`src/rtl/order_sequencer_pkg.sv`:
```
// Shared definitions for the order sequencer: widths, FSM state encoding and
// order-class codes.
package order_sequencer_pkg;

  localparam int ORDER_W   = 8;
  localparam int REG_IDX_W = 2;

  typedef enum logic [2:0] {
    ST_IDLE      = 3'd0,
    ST_FETCH     = 3'd1,
    ST_LOAD      = 3'd2,
    ST_SUBC_WAIT = 3'd3,
    ST_EXT_WAIT  = 3'd4,
    ST_WB        = 3'd5
  } state_e;

  typedef enum logic [2:0] {
    CLS_BC   = 3'd0,
    CLS_ADD  = 3'd1,
    CLS_SUBC = 3'd2,
    CLS_EXT  = 3'd3,
    CLS_REG  = 3'd4,
    CLS_IMM  = 3'd5
  } order_class_e;

endpackage

```
`src/rtl/order_sequencer_if.sv`:
```
// Bus between the sequencer, program memory, the SUBC/EXT sources and the
// register file.
interface order_sequencer_if
  import order_sequencer_pkg::*;
#(
  parameter int PC_WIDTH = 8
) ();

  logic [PC_WIDTH-1:0]  pmem_addr;
  logic [ORDER_W-1:0]   pmem_data;
  logic [ORDER_W-1:0]   order;
  logic                 reg_we;
  logic [REG_IDX_W-1:0] reg_waddr;
  logic                 subc_start;
  logic                 subc_done;
  logic                 ext_req;
  logic                 ext_ack;
  logic                 busy;

  modport master (
    output pmem_addr, order, reg_we, reg_waddr, subc_start, ext_req, busy,
    input  pmem_data, subc_done, ext_ack
  );

  modport slave (
    input  pmem_addr, order, reg_we, reg_waddr, subc_start, ext_req, busy,
    output pmem_data, subc_done, ext_ack
  );

endinterface

```
`src/rtl/order_sequencer_class_decode.sv`:
```
// Combinational order-word classifier; maps an 8-bit order onto its class code.
module order_sequencer_class_decode
  import order_sequencer_pkg::*;
(
  input  logic [ORDER_W-1:0] order_i,
  output order_class_e       class_o
);

  // Priority-free pattern match: the patterns below are mutually exclusive.
  always_comb begin
    class_o = CLS_BC;
    casez (order_i)
      8'b11??_????: class_o = CLS_REG;
      8'b10??_????: class_o = CLS_IMM;
      8'b00??_????: class_o = CLS_BC;
      8'b010?_????: class_o = CLS_ADD;
      8'b0110_????: class_o = CLS_SUBC;
      8'b0111_0???: class_o = CLS_EXT;
      8'b0111_1???: class_o = CLS_REG;
      default:      class_o = CLS_BC;
    endcase
  end

endmodule

```
`src/rtl/order_sequencer.sv`:
```
// Fetch/load/writeback control FSM with the PC and ORDER registers; all bus
// outputs come straight from registers.
module order_sequencer
  import order_sequencer_pkg::*;
#(
  parameter int                  PC_WIDTH = 8,
  parameter logic [PC_WIDTH-1:0] RESET_PC = {PC_WIDTH{1'b0}}
) (
  input  logic               clk,
  input  logic               rst_n,
  input  logic               run_i,
  order_sequencer_if.master  bus
);

  localparam logic [PC_WIDTH-1:0] PC_ONE = {{(PC_WIDTH-1){1'b0}}, 1'b1};

  state_e               state_q, state_d;
  logic [PC_WIDTH-1:0]  pc_q, pc_d;
  logic [ORDER_W-1:0]   order_q, order_d;
  logic                 reg_we_q, subc_start_q, ext_req_q, busy_q;
  logic                 subc_start_d;
  order_class_e         load_class_s;

  order_sequencer_class_decode u_decode (
    .order_i (bus.pmem_data),
    .class_o (load_class_s)
  );

  // Next-state, PC and ORDER update; handshake inputs only matter in their wait states.
  always_comb begin
    state_d      = state_q;
    pc_d         = pc_q;
    order_d      = order_q;
    subc_start_d = 1'b0;
    case (state_q)
      ST_IDLE: begin
        if (run_i) state_d = ST_FETCH;
        else       state_d = ST_IDLE;
      end
      ST_FETCH: state_d = ST_LOAD;
      ST_LOAD: begin
        order_d = bus.pmem_data;
        pc_d    = pc_q + PC_ONE;
        case (load_class_s)
          CLS_SUBC: begin
            state_d      = ST_SUBC_WAIT;
            subc_start_d = 1'b1;
          end
          CLS_EXT: state_d = ST_EXT_WAIT;
          default: state_d = ST_WB;
        endcase
      end
      ST_SUBC_WAIT: begin
        if (bus.subc_done) state_d = ST_WB;
        else               state_d = ST_SUBC_WAIT;
      end
      ST_EXT_WAIT: begin
        if (bus.ext_ack) state_d = ST_WB;
        else             state_d = ST_EXT_WAIT;
      end
      ST_WB: begin
        if (run_i) state_d = ST_FETCH;
        else       state_d = ST_IDLE;
      end
      default: state_d = ST_IDLE;
    endcase
  end

  // State, PC, ORDER and output registers; outputs are pre-decoded from state_d.
  always_ff @(posedge clk or negedge rst_n) begin
    if (!rst_n) begin
      state_q      <= ST_IDLE;
      pc_q         <= RESET_PC;
      order_q      <= {ORDER_W{1'b0}};
      reg_we_q     <= 1'b0;
      subc_start_q <= 1'b0;
      ext_req_q    <= 1'b0;
      busy_q       <= 1'b0;
    end else begin
      state_q      <= state_d;
      pc_q         <= pc_d;
      order_q      <= order_d;
      reg_we_q     <= (state_d == ST_WB);
      subc_start_q <= subc_start_d;
      ext_req_q    <= (state_d == ST_EXT_WAIT);
      busy_q       <= (state_d != ST_IDLE);
    end
  end

  assign bus.pmem_addr  = pc_q;
  assign bus.order      = order_q;
  assign bus.reg_waddr  = order_q[REG_IDX_W-1:0];
  assign bus.reg_we     = reg_we_q;
  assign bus.subc_start = subc_start_q;
  assign bus.ext_req    = ext_req_q;
  assign bus.busy       = busy_q;

endmodule

```
`src/flat_wrapper.sv`:
```
// flat-port wrapper written by rule: the top's interface ports become plain ports
module order_sequencer_flat import order_sequencer_pkg::*;
#(
  parameter int                  PC_WIDTH = 8,
  parameter logic [PC_WIDTH-1:0] RESET_PC = {PC_WIDTH{1'b0}}
)
  (clk, rst_n, run_i, bus_pmem_addr, bus_order, bus_reg_we, bus_reg_waddr, bus_subc_start, bus_ext_req, bus_busy, bus_pmem_data, bus_subc_done, bus_ext_ack);
  order_sequencer_if #(.PC_WIDTH(PC_WIDTH)) bus_i ();
  input  logic clk;
  input  logic rst_n;
  input  logic run_i;
  output wire logic [$bits(bus_i.pmem_addr)-1:0] bus_pmem_addr;
  output wire logic [$bits(bus_i.order)-1:0] bus_order;
  output wire logic [$bits(bus_i.reg_we)-1:0] bus_reg_we;
  output wire logic [$bits(bus_i.reg_waddr)-1:0] bus_reg_waddr;
  output wire logic [$bits(bus_i.subc_start)-1:0] bus_subc_start;
  output wire logic [$bits(bus_i.ext_req)-1:0] bus_ext_req;
  output wire logic [$bits(bus_i.busy)-1:0] bus_busy;
  input wire logic [$bits(bus_i.pmem_data)-1:0] bus_pmem_data;
  input wire logic [$bits(bus_i.subc_done)-1:0] bus_subc_done;
  input wire logic [$bits(bus_i.ext_ack)-1:0] bus_ext_ack;
  assign bus_pmem_addr = bus_i.pmem_addr;
  assign bus_order = bus_i.order;
  assign bus_reg_we = bus_i.reg_we;
  assign bus_reg_waddr = bus_i.reg_waddr;
  assign bus_subc_start = bus_i.subc_start;
  assign bus_ext_req = bus_i.ext_req;
  assign bus_busy = bus_i.busy;
  assign bus_i.pmem_data = bus_pmem_data;
  assign bus_i.subc_done = bus_subc_done;
  assign bus_i.ext_ack = bus_ext_ack;
  order_sequencer #(.PC_WIDTH(PC_WIDTH), .RESET_PC(RESET_PC)) u_core (.clk(clk), .rst_n(rst_n), .run_i(run_i), .bus(bus_i));
endmodule
```
`config.mk`:
```
export PLATFORM = sky130hd
export DESIGN_NAME = order_sequencer_flat
export DESIGN_NICKNAME = d
export VERILOG_FILES = /design/src/rtl/order_sequencer_pkg.sv /design/src/rtl/order_sequencer_if.sv /design/src/rtl/order_sequencer_class_decode.sv /design/src/rtl/order_sequencer.sv /design/src/flat_wrapper.sv
export SDC_FILE = /design/constraint.sdc
export NUM_CORES = 1
export LEC_CHECK = 0
export BUFFER_PORTS_ARGS = -buffer_cell sky130_fd_sc_hd__buf_2
export CORE_ASPECT_RATIO = 0.75
export CORE_MARGIN = 3
export CORE_UTILIZATION = 44
export CTS_CLUSTER_SIZE = 24
export DETAILED_ROUTE_END_ITERATION = 7
export GPL_TIMING_DRIVEN = 0
export PLACE_DENSITY = 0.81
export SYNTH_ARGS = -nofsm -noshare
export SYNTH_HDL_FRONTEND = slang
export SYNTH_SLANG_ARGS = --single-unit
```
`constraint.sdc`:
```
create_clock -name clk -period 1.31 [get_ports clk]
set_input_delay 0.1965 -clock clk [delete_from_list [all_inputs] [get_ports clk]]
set_output_delay 0.1965 -clock clk [all_outputs]
set_load 0.03 [all_outputs]
```
==> results of run 1 <==
layout by cell type, fill, tap and decap left out, types with 2 or more instances in the layout:
cell,instances
nand2_1,20
xnor2_1,4
inv_1,3
clkbuf_4,3
buf_2,35
o21ai_0,3
nor3b_2,2
nand2_2,10
nand4_1,3
buf_6,2
dfrtp_1,23
a21oi_1,2
xor2_1,3
nor3_4,2
buf_4,5
worst max-delay path: cells and delay by family (launching register included):
family	cells	cell delay [ns]
xor gates and xnor gates	1	0.12
buffers and inverters	2	0.31
DFF	1	0.40
and+or+nand+nor	1	0.49
power breakdown:
part	total (W)	switching (W)	internal, W
Sequential	0.00118	0.000206	0.000976
Combinational	0.00193	0.00120	0.000735
Clock	0.000317	0.000198	0.000119
Total	0.00343	0.00160	0.00183
final timing paths:
kind	endpoint	slack [ns]
setup / recovery	u_core.bus.pmem_addr[0]	-0.11
hold / removal	u_core.bus.order[2]	0.08
setup reg to reg	u_core.bus.pmem_addr[0]	-0.11
hold reg to reg	u_core.bus.pmem_addr[7]	0.48
max in group asynchronous	u_core.bus.order[0]	0.60
min in group asynchronous	u_core.bus.order[7]	0.38
layer usage:
metal | share of wire | up-vias | track usage
met4 | 0 | 0 | 0.0366
met5 | 0 | - | 0
met2 | 0.49 | 26 | 0.238
met3 | 0.065 | 0 | 0.0579
li1 | - | 433 | -
met1 | 0.44 | 421 | 0.174
through the flow:
| step | hold WS [ns] | util | cell area (sq um) | instances | power (W) |
|---|---|---|---|---|---|
| after floorplan | -0.0991 | - | 1080 | 104 | 0.00240 |
| after global placement | 0.191 | 0.600 | 1290 | 170 | 0.00280 |
| after detailed placement | 0.200 | 0.600 | 1290 | 170 | 0.00284 |
| after CTS | 0.0665 | 0.629 | 1360 | 176 | 0.00322 |
| after global routing | 0.0785 | 0.667 | 1440 | 177 | 0.00366 |
| final | 0.0782 | 0.667 | 1440 | 177 | 0.00343 |
kinds of logic (layout without fill, tap and decap cells):
group / Yosys count / in the layout / synth area share
AO/OA/AOI/OAI: 12 / 12 / 0.0841
multiplexers: 1 / 1 / 0.0105
adder cells (fa/ha/maj): 1 / 1 / 0.0117
buffers and inverters: 11 / 52 / 0.0666
AND/OR/NAND/NOR: 49 / 49 / 0.232
XOR/XNOR: 7 / 7 / 0.0572
flip-flops: 23 / 23 / 0.537
registers in the layout, indices dropped and copies added, names as in the netlist:
register	flops
u_core.bus.busy	1
u_core.bus.ext_req	1
u_core.bus.order	8
u_core.bus.pmem_addr	8
u_core.bus.reg_we	1
u_core.bus.subc_start	1
u_core.state_q	3
cell type report:
class	instances	area, sq um
fill	178	718
clock buffer	4	26.3
inverter	3	11.3
sequential	23	576
tap	32	40.0
multi-input combinational	70	498
timing repair buffer	38	218
buffer	7	67.6
what timing repair did:
action	CTS	global route
gates resized for setup	5	16
pin swaps	2	3
buffers inserted	1	0
hold buffers	1	0
endpoints found under the hold margin	23	0
endpoints found under the setup margin	20	20
gates cloned	0	2
==> out/qor.log, run 1 <==
[floorplanning] I/O pin count 35
[layout] relative area change from synthesis to final layout 34.1%
[placed_design] placer congestion estimate 0.784
[setup_path] critical setup path kind reg -> reg
[setup_path] Crit. End Element flop
[clocking] clock tree from TritonCTS yes
[flow_run] number of max-cap violations 0
[detailed_routing] total via count after detailed routing 880
[timing] hold violation total from the final report 0
[detailed_routing] remaining number of nets flagged by the antenna check after routing 0
[clocking] number of buffers on the longest clock path 2
[timing] minimum clock period 1.42 ns
[global_route] pin count of the biggest net entering global routing 24
[setup_path] cell breakdown of the critical path buf_6, or3b_4, buf_8, xnor2_1
[setup_path] Crit path largest cell delay 0.49 ns
[timing] post-route setup TNS -1.46 ns
[global_route] number of global-route vias before repair 795
[floorplanning] Total Die Area 0.00307 sq mm
[timing] Period Utilization, post-route 1.08
[yosys] share of synthesized registers carrying an async set or reset 1.00
[setup_path] kind of start point of the critical path flop
[timing] RSZ-0062 raised after global routing true
[yosys] post-synth design cell area 0.00107 sq mm
[yosys] proportion of synthesized chip area in sequential cells 0.537
[timing] final-report setup violation count 19
[setup_path] library cell contributing the largest single delay on the critical path or3b_4
[run_status] outcome finished with violations
[clocking] clock root buffer clkbuf_4
[timing] setup skew after layout 0.00432 ns
[power_and_ir_drop] Max rail drop VDD 0.00113 V
[setup_path] peak fanout along the critical path 8
[yosys] commonest cells in the netlist nand2_1 (30), dfrtp_1 (23), xnor2_1 (4)
[timing] Max Slew Vio Count 0
[yosys] number of enable-type register cells in the synthesized netlist 0
[clocking] number of clock buffers inserted by TritonCTS 3
[placed_design] Setup Slack @ Placement -0.214 ns
[detailed_routing] DRT Wirelength 2390 microns
[setup_path] depth of the worst register-to-register path 4
[floorplanning] Die Width 63.0 microns
[timing] slew at the pin closest to its max-slew limit 0.633 ns
[setup_path] required time at the worst-slack endpoint 1.51 ns
[yosys] nets in the synthesized netlist 118
[setup_path] Worst Path Arrival 1.62 ns
[clocking] clock slew seen by the registers of the worst setup and hold paths 0.12 ns
[clocking] clk sinks 23
[global_route] first-pass GRT wire length 3480 microns
[floorplanning] Vert. Die Dim 48.7 microns
[timing] final setup slack of the worst path -0.111 ns
[run_status] violations in the final reports negative setup slack
[timing] tightest slew margin relative to the limit 0.572
[floorplanning] Site Rows 14
[detailed_routing] routed via count divided by cell count 4.97
[detailed_routing] drt pass-1 iters 4
[detailed_routing] WL/cell 13.5 microns
[layout] NumNets Final 160
[yosys] top-count cell post-synth nand2_1
[min_path] number of cells traversed by the worst hold path 3
[yosys] cell types with the largest area share after synthesis dfrtp_1 (54%), nand2_1 (11%), xnor2_1 (3.3%)
[detailed_routing] DRC errors left 0
[yosys] number of storage elements in the synthesis netlist 23
[global_route] number of antenna violations at the first check in global routing 0
[floorplanning] initial core utilization 0.497
[yosys] mean area per synthesized cell 10.3 sq um
[layout] ratio of cells with drive above 1 in the final layout 0.455
[global_route] GRT Total Usage 0.144
[global_route] leftover overflow at the end of global routing 0
[yosys] number of distinct library cell variants in the gate-level netlist after synthesis 32
[power_and_ir_drop] power density relative to cell area 2390 mW/mm^2
[setup_path] Critical Path Start u_core.state_q[2]
[yosys] top-area cell type share of the netlist area 0.537
[timing] f_max 704 MHz
[floorplanning] area of the core 0.00215 sq mm
[placed_design] number of buffers added on ports 34
[placed_design] DP Wirelength 1570 microns
[layout] diodes inserted 0
[power_and_ir_drop] total leakage power 0.774 nW
[clocking] H-tree level count 1
[clocking] worst skew pair latency 0.30 ns
[yosys] cell accounting for the most synthesized area dfrtp_1
[min_path] worst hold-check path type in -> reg
[yosys] instance count of the mapped netlist 104
[yosys] synthesis warning total 0
[setup_path] startpoint of the lowest-slack register-to-register path u_core.state_q[2]
[min_path] Worst Min Path Start bus_pmem_data[2]
[detailed_routing] DR iter-0 viols 43
[yosys] most common flop cell mapped by yosys dfrtp_1
(Power assumes the default switching activity.)
==> run 2: changes to the inputs <==
==> constraint.sdc (replaced) <==
create_clock -name clk -period 1.3 [get_ports clk]
set_input_delay 0.195 -clock clk [delete_from_list [all_inputs] [get_ports clk]]
set_output_delay 0.195 -clock clk [all_outputs]
set_load 0.03 [all_outputs]
==> out/qor.log, run 2 (synthesis results as in run 1) <==
[detailed_routing] total via count after detailed routing 880 [unchanged]
[power_and_ir_drop] Cell Int Power 0.00181 W [-1.3%]
[power_and_ir_drop] part of the power in registers 0.344 [about the same]
[placed_design] number of buffers added on ports 34 [unchanged]
[setup_path] family of cells with the greatest summed delay on the critical path simple AND/OR/NAND/NOR gates
[floorplanning] Total Die Area 0.00307 sq mm [unchanged]
[layout] most common cell after layout, fill and taps aside buf_2
[min_path] Worst Min Path Start bus_pmem_data[0]
[clocking] clk sinks 23 [unchanged]
[detailed_routing] DRC errors left 0 [unchanged]
[setup_path] cell breakdown of the critical path buf_6, or3b_4, buf_8, xnor2_2
[setup_path] required time at the worst-slack endpoint 1.50 ns [about the same]
[setup_path] library cell contributing the largest single delay on the critical path or3b_4
[detailed_routing] routed via count divided by cell count 5.00 [+0.57%]
[layout] NumNets Final 159 [-0.63%]
[detailed_routing] drt pass-1 iters 4 [unchanged]
[global_route] met3 demand-to-capacity share in global routing 0.0532 [-0.00463]
[setup_path] depth of the worst register-to-register path 4 [unchanged]
[setup_path] kind of start point of the critical path flop
[layout] most frequent cells in the layout buf_2 (34), nand2_1 (30), dfrtp_1 (23), buf_4 (5)
[timing] RSZ-0062 raised after global routing true
[setup_path] Worst Path Arrival 1.60 ns [-0.02 ns]
[floorplanning] Vert. Die Dim 48.7 microns [unchanged]
[layout] relative area change from synthesis to final layout 30.1%
[timing] slew at the pin closest to its max-slew limit 0.671 ns [+0.0379 ns]
[timing] hold violation total from the final report 0 [unchanged]
[timing] minimum clock period 1.40 ns [-0.0179 ns]
[clocking] number of buffers on the longest clock path 2 [unchanged]
[min_path] number of cells traversed by the worst hold path 3 [unchanged]
[timing] Max Slew Vio Count 0 [unchanged]
[power_and_ir_drop] power density relative to cell area 2400 mW/mm^2 [+0.58%]
[min_path] hold-critical path endpoint u_core.bus.order[0]
[placed_design] placer congestion estimate 0.789 [+0.57%]
[min_path] worst hold-check path type in -> reg
[global_route] met1 usage in global routing 0.188 [+0.0138]
[layout] diodes inserted 0 [unchanged]
[flow_run] number of max-cap violations 0 [unchanged]
[clocking] clock root buffer clkbuf_4
[global_route] leftover overflow at the end of global routing 0 [unchanged]
[timing] f_max 713 MHz [+1.3%]
[clocking] clock slew seen by the registers of the worst setup and hold paths 0.12 ns [about the same]
[power_and_ir_drop] Net Sw Frac 0.461 [-0.00616]
[timing] setup skew after layout 0.00340 ns [-0.000918 ns]
[power_and_ir_drop] Max rail drop VDD 0.00121 V [+7.8%]
[floorplanning] Die Width 63.0 microns [unchanged]
[placed_design] Setup Slack @ Placement -0.334 ns [-0.120 ns]
[floorplanning] Site Rows 14 [unchanged]
[setup_path] Crit. End Element flop
[floorplanning] area of the core 0.00215 sq mm [unchanged]
[layout] ratio of cells with drive above 1 in the final layout 0.382 [-0.0732]
[global_route] GR peak layer met2
[clocking] number of clock buffers inserted by TritonCTS 3 [unchanged]
[setup_path] Crit path largest cell delay 0.47 ns [-0.02 ns]
[layout] Filler Cells Inserted 187 [+5.1%]
[global_route] number of antenna violations at the first check in global routing 0 [unchanged]
[power_and_ir_drop] total leakage power 0.752 nW [-2.8%]
[clocking] H-tree level count 1 [unchanged]
[clocking] clock tree from TritonCTS yes
[global_route] pin count of the biggest net entering global routing 24 [unchanged]
[run_status] violations in the final reports negative setup slack
[global_route] GRT Total Usage 0.151 [+0.00712]
[detailed_routing] remaining number of nets flagged by the antenna check after routing 0 [unchanged]
[setup_path] Critical R2R Capture u_core.bus.pmem_addr[0]
[timing] final setup slack of the worst path -0.103 ns [+0.00790 ns]
[timing] final-report setup violation count 17 [-2]
[clocking] worst skew pair latency 0.30 ns [about the same]
[setup_path] peak fanout along the critical path 10 [+2]
[power_and_ir_drop] combinational fraction of design power 0.561 [-0.002]
[timing] Hold Worst Slack 0.0773 ns [-0.000906 ns]
[floorplanning] I/O pin count 35 [unchanged]
[setup_path] startpoint of the lowest-slack register-to-register path u_core.state_q[0]
[floorplanning] initial core utilization 0.497 [unchanged]
[run_status] outcome finished with violations
[global_route] first-pass GRT wire length 3730 microns [+7.3%]
[timing] Period Utilization, post-route 1.08 [-0.00543]
[global_route] number of global-route vias before repair 850 [+6.9%]
[setup_path] critical setup path kind reg -> reg
[detailed_routing] DR iter-0 viols 39 [-9.3%]
[setup_path] minimum setup slack among reg-to-reg paths -0.10 ns [about the same]
[detailed_routing] WL/cell 13.0 microns [-3.8%]
[detailed_routing] DRT Wirelength 2290 microns [-4.4%]
[power_and_ir_drop] power share of the clock group 0.095 [+0.003]
[global_route] met2 usage 0.250 [+0.0123]
[power_and_ir_drop] Switch Pwr 0.00154 W [-3.7%]
[timing] tightest slew margin relative to the limit 0.547 [-0.0256]
[setup_path] worst path bufs/invs 2 [unchanged]
[placed_design] DP Wirelength 1680 microns [+6.9%]
run 2: repair_timing:
action	in CTS	in global routing
resized for setup	5	8
endpoints found under the hold margin	23	0
hold buffers	1	0
pin swaps	4	1
buffers inserted	2	0
setup endpoints to repair	21	21
run 2: worst max path at each step:
stage                 startpoint                      end  slack (ns)  cells after the start
2_1_floorplan  u_core.state_q[0]  u_core.bus.pmem_addr[0]       -0.06                      5
3_3_place_gp   u_core.state_q[2]    u_core.bus.subc_start       -0.22                      4
3_5_place_dp   u_core.state_q[2]    u_core.bus.subc_start       -0.33                      4
4_1_cts        u_core.state_q[2]  u_core.bus.pmem_addr[0]       -0.13                      5
5_1_grt        u_core.state_q[2]        u_core.bus.reg_we       -0.17                      4
6_report       u_core.state_q[0]  u_core.bus.pmem_addr[0]       -0.10                      4
run 2: per-layer routing:
layer  part of all wire  vias to the layer above
met5                  0                        -
met4                  0                        0
met3              0.060                        0
met2               0.49                       26
met1               0.46                      425
li1                   -                      429
run 2: worst reg2reg max path, stage by stage, from the launching register on:
cell	delay [ns]
dfrtp_1	0.39
buf_6	0.14
or3b_4	0.47
buf_8	0.17
xnor2_2	0.12
run 2: metrics by stage:
step	area [sq um]	std cells	setup TNS, ns	power (W)	utilization
finish	1390	176	-1.28	0.00335	0.647
global route	1390	176	-2.30	0.00360	0.647
CTS	1370	177	-1.72	0.00327	0.634
detailed placement	1290	170	-4.58	0.00288	0.600
global placement	1290	170	-2.74	0.00283	0.600
floorplan	1080	104	-0.442	0.00242	-
run 2: power groups by stage:
stage	sequential (W)	clock (W)	combinational (W)
after floorplan	0.00161	0	0.000813
after global placement	0.00116	0	0.00167
after detailed placement	0.00117	0	0.00171
after CTS	0.00115	0.000332	0.00179
after global routing	0.00120	0.000360	0.00204
final	0.00115	0.000317	0.00188
run 2: layout make-up:
class | instances | area, sq um | area share
inverters | 3 | 11.3 | 0.00808
repair buffers | 37 | 199 | 0.143
well taps | 32 | 40.0 | 0.0287
plain buffers | 7 | 67.6 | 0.0485
clock buffers | 4 | 26.3 | 0.0189
flip-flops and latches | 23 | 576 | 0.413
multi-input cells | 70 | 474 | 0.340
==> run 3: changes to the inputs <==
==> constraint.sdc (replaced) <==
create_clock -name clk -period 1.3 [get_ports clk]
set_input_delay 0.195 -clock clk [delete_from_list [all_inputs] [get_ports clk]]
set_output_delay 0.195 -clock clk [all_outputs]
set_load 0.1 [all_outputs]
==> out/qor.log, run 3 (synthesis results as in run 1) <==
[clocking] H-tree level count 1 [unchanged]
[placed_design] Setup Slack @ Placement -0.112 ns [+0.222 ns]
[floorplanning] Vert. Die Dim 48.7 microns [unchanged]
[timing] setup skew after layout 0.00824 ns [+0.00484 ns]
[placed_design] DP Wirelength 1650 microns [-1.3%]
[global_route] first-pass GRT wire length 3970 microns [+6.5%]
[global_route] GRT Total Usage 0.164 [+0.0127]
[global_route] leftover overflow at the end of global routing 0 [unchanged]
[detailed_routing] WL/cell 14.9 microns [+15%]
[detailed_routing] total via count after detailed routing 953 [+8.3%]
[setup_path] peak fanout along the critical path 8 [-2]
[timing] Max Slew Vio Count 0 [unchanged]
[timing] slew at the pin closest to its max-slew limit 0.667 ns [-0.00391 ns]
[floorplanning] Die Width 63.0 microns [unchanged]
[run_status] outcome finished with violations
[floorplanning] Site Rows 14 [unchanged]
[placed_design] number of cells in the design after placement 170 [unchanged]
[setup_path] kind of start point of the critical path flop
[layout] final cell count without fillers 179 [+1.7%]
[clocking] number of buffers on the longest clock path 2 [unchanged]
[global_route] pin count of the biggest net entering global routing 24 [unchanged]
[clocking] worst skew pair latency 0.31 ns [about the same]
[setup_path] Crit. End Element flop
[layout] relative area change from synthesis to final layout 51.5%
[detailed_routing] DRT Wirelength 2670 microns [+17%]
[layout] NumNets Final 162 [+1.9%]
[setup_path] critical setup path kind reg -> reg
[clocking] clock root buffer clkbuf_4
[timing] hold violation total from the final report 0 [unchanged]
[timing] RSZ-0062 raised after global routing true
[floorplanning] area of the core 0.00215 sq mm [unchanged]
[detailed_routing] remaining number of nets flagged by the antenna check after routing 0 [unchanged]
[clocking] clock slew seen by the registers of the worst setup and hold paths 0.12 ns [about the same]
[layout] most frequent cells in the layout nand2_1 (17), buf_4 (14), dfrtp_1 (14), buf_2 (12), buf_6 (10)
[setup_path] Worst Path Arrival 1.59 ns [about the same]
[setup_path] required time at the worst-slack endpoint 1.46 ns [-0.04 ns]
[placed_design] placer congestion estimate 0.785 [-0.51%]
[layout] ratio of cells with drive above 1 in the final layout 0.558 [+0.176]
[timing] final setup slack of the worst path -0.128 ns [-0.0248 ns]
[detailed_routing] DRC errors left 0 [unchanged]
[placed_design] number of buffers added on ports 34 [unchanged]
[layout] diodes inserted 0 [unchanged]
[flow_run] number of max-cap violations 0 [unchanged]
[global_route] number of global-route vias before repair 858 [+0.94%]
[global_route] number of antenna violations at the first check in global routing 0 [unchanged]
[layout] most common cell after layout, fill and taps aside nand2_1
[detailed_routing] DR iter-0 viols 49 [+26%]
[layout] Filler Cells Inserted 156 [-17%]
[clocking] number of clock buffers inserted by TritonCTS 3 [unchanged]
[timing] f_max 700 MHz [-1.7%]
[min_path] worst hold-check path type in -> reg
[run_status] violations in the final reports negative setup slack
[detailed_routing] routed via count divided by cell count 5.32 [+6.5%]
[timing] Period Utilization, post-route 1.10 [+0.0191]
[detailed_routing] drt pass-1 iters 4 [unchanged]
[floorplanning] I/O pin count 35 [unchanged]
[timing] final-report setup violation count 20 [+3]
[floorplanning] initial core utilization 0.497 [unchanged]
[layout] utilization of the core after routing 0.753 [+0.106]
[timing] tightest slew margin relative to the limit 0.549 [+0.00264]
[timing] post-route setup TNS -1.70 ns [-0.425 ns]
[clocking] clk sinks 23 [unchanged]
[floorplanning] Total Die Area 0.00307 sq mm [unchanged]
[timing] minimum clock period 1.43 ns [+0.0248 ns]
[clocking] clock tree from TritonCTS yes
run 3: changes by cell type in the layout (fill, tap and decap cells not counted), sizes merged:
cell	previous run	this run
buf	43	39
clkbuf	4	11
run 3: layout make-up:
cell class | count | area [sq um] | area share
Sequential cell | 23 | 602 | 0.371
Multi-Input combinational cell | 70 | 536 | 0.330
Timing Repair Buffer | 40 | 329 | 0.203
Buffer | 7 | 78.8 | 0.0486
Tap cell | 32 | 40.0 | 0.0247
Clock buffer | 4 | 26.3 | 0.0162
Inverter | 3 | 11.3 | 0.00694
run 3: critical path, cell delays in order (launching register included):
cell	delay (ns)
dfrtp_1	0.39
buf_6	0.14
mux2_4	0.30
a311oi_2	0.29
a221oi_1	0.17
run 3: what timing repair did:
item | 4_1_cts | 5_1_grt
gates cloned | 0 | 1
pin swaps | 3 | 16
setup buffers | 1 | 3
hold endpoints to repair | 23 | 0
setup endpoints to repair | 33 | 35
gates resized for setup | 19 | 46
hold buffers | 1 | 0
run 3: path summary, 6_finish.rpt:
path	from	to	slack, ns	cells after the start
setup / recovery	u_core.state_q[0]	u_core.bus.reg_we	-0.13	4
hold reg to reg	u_core.bus.pmem_addr[7]	u_core.bus.pmem_addr[7]	0.47	1
min in group asynchronous	rst_n	u_core.bus.pmem_addr[5]	0.36	2
hold / removal	bus_pmem_data[2]	u_core.bus.order[2]	0.08	3
setup reg to reg	u_core.state_q[0]	u_core.bus.reg_we	-0.13	4
max in group asynchronous	rst_n	u_core.bus.order[1]	0.57	2
run 3: layer usage:
metal,vias up,global-route usage,part of all wire
met5,-,0,0
met4,0,0.0440,0.012
met3,4,0.0486,0.066
met2,47,0.275,0.51
met1,463,0.205,0.42
li1,439,-,-
run 3: through the flow:
stage | hold slack, ns | cell area [sq um]
6_report | 0.0780 | 1620
5_1_grt | 0.0738 | 1620
4_1_cts | 0.0622 | 1430
3_5_place_dp | 0.188 | 1330
3_3_place_gp | 0.188 | 1330
2_1_floorplan | -0.101 | 1120
Power of run 3 is not shown: default switching activity piles up to over one toggle a cycle in this logic, so the estimate is an artifact.
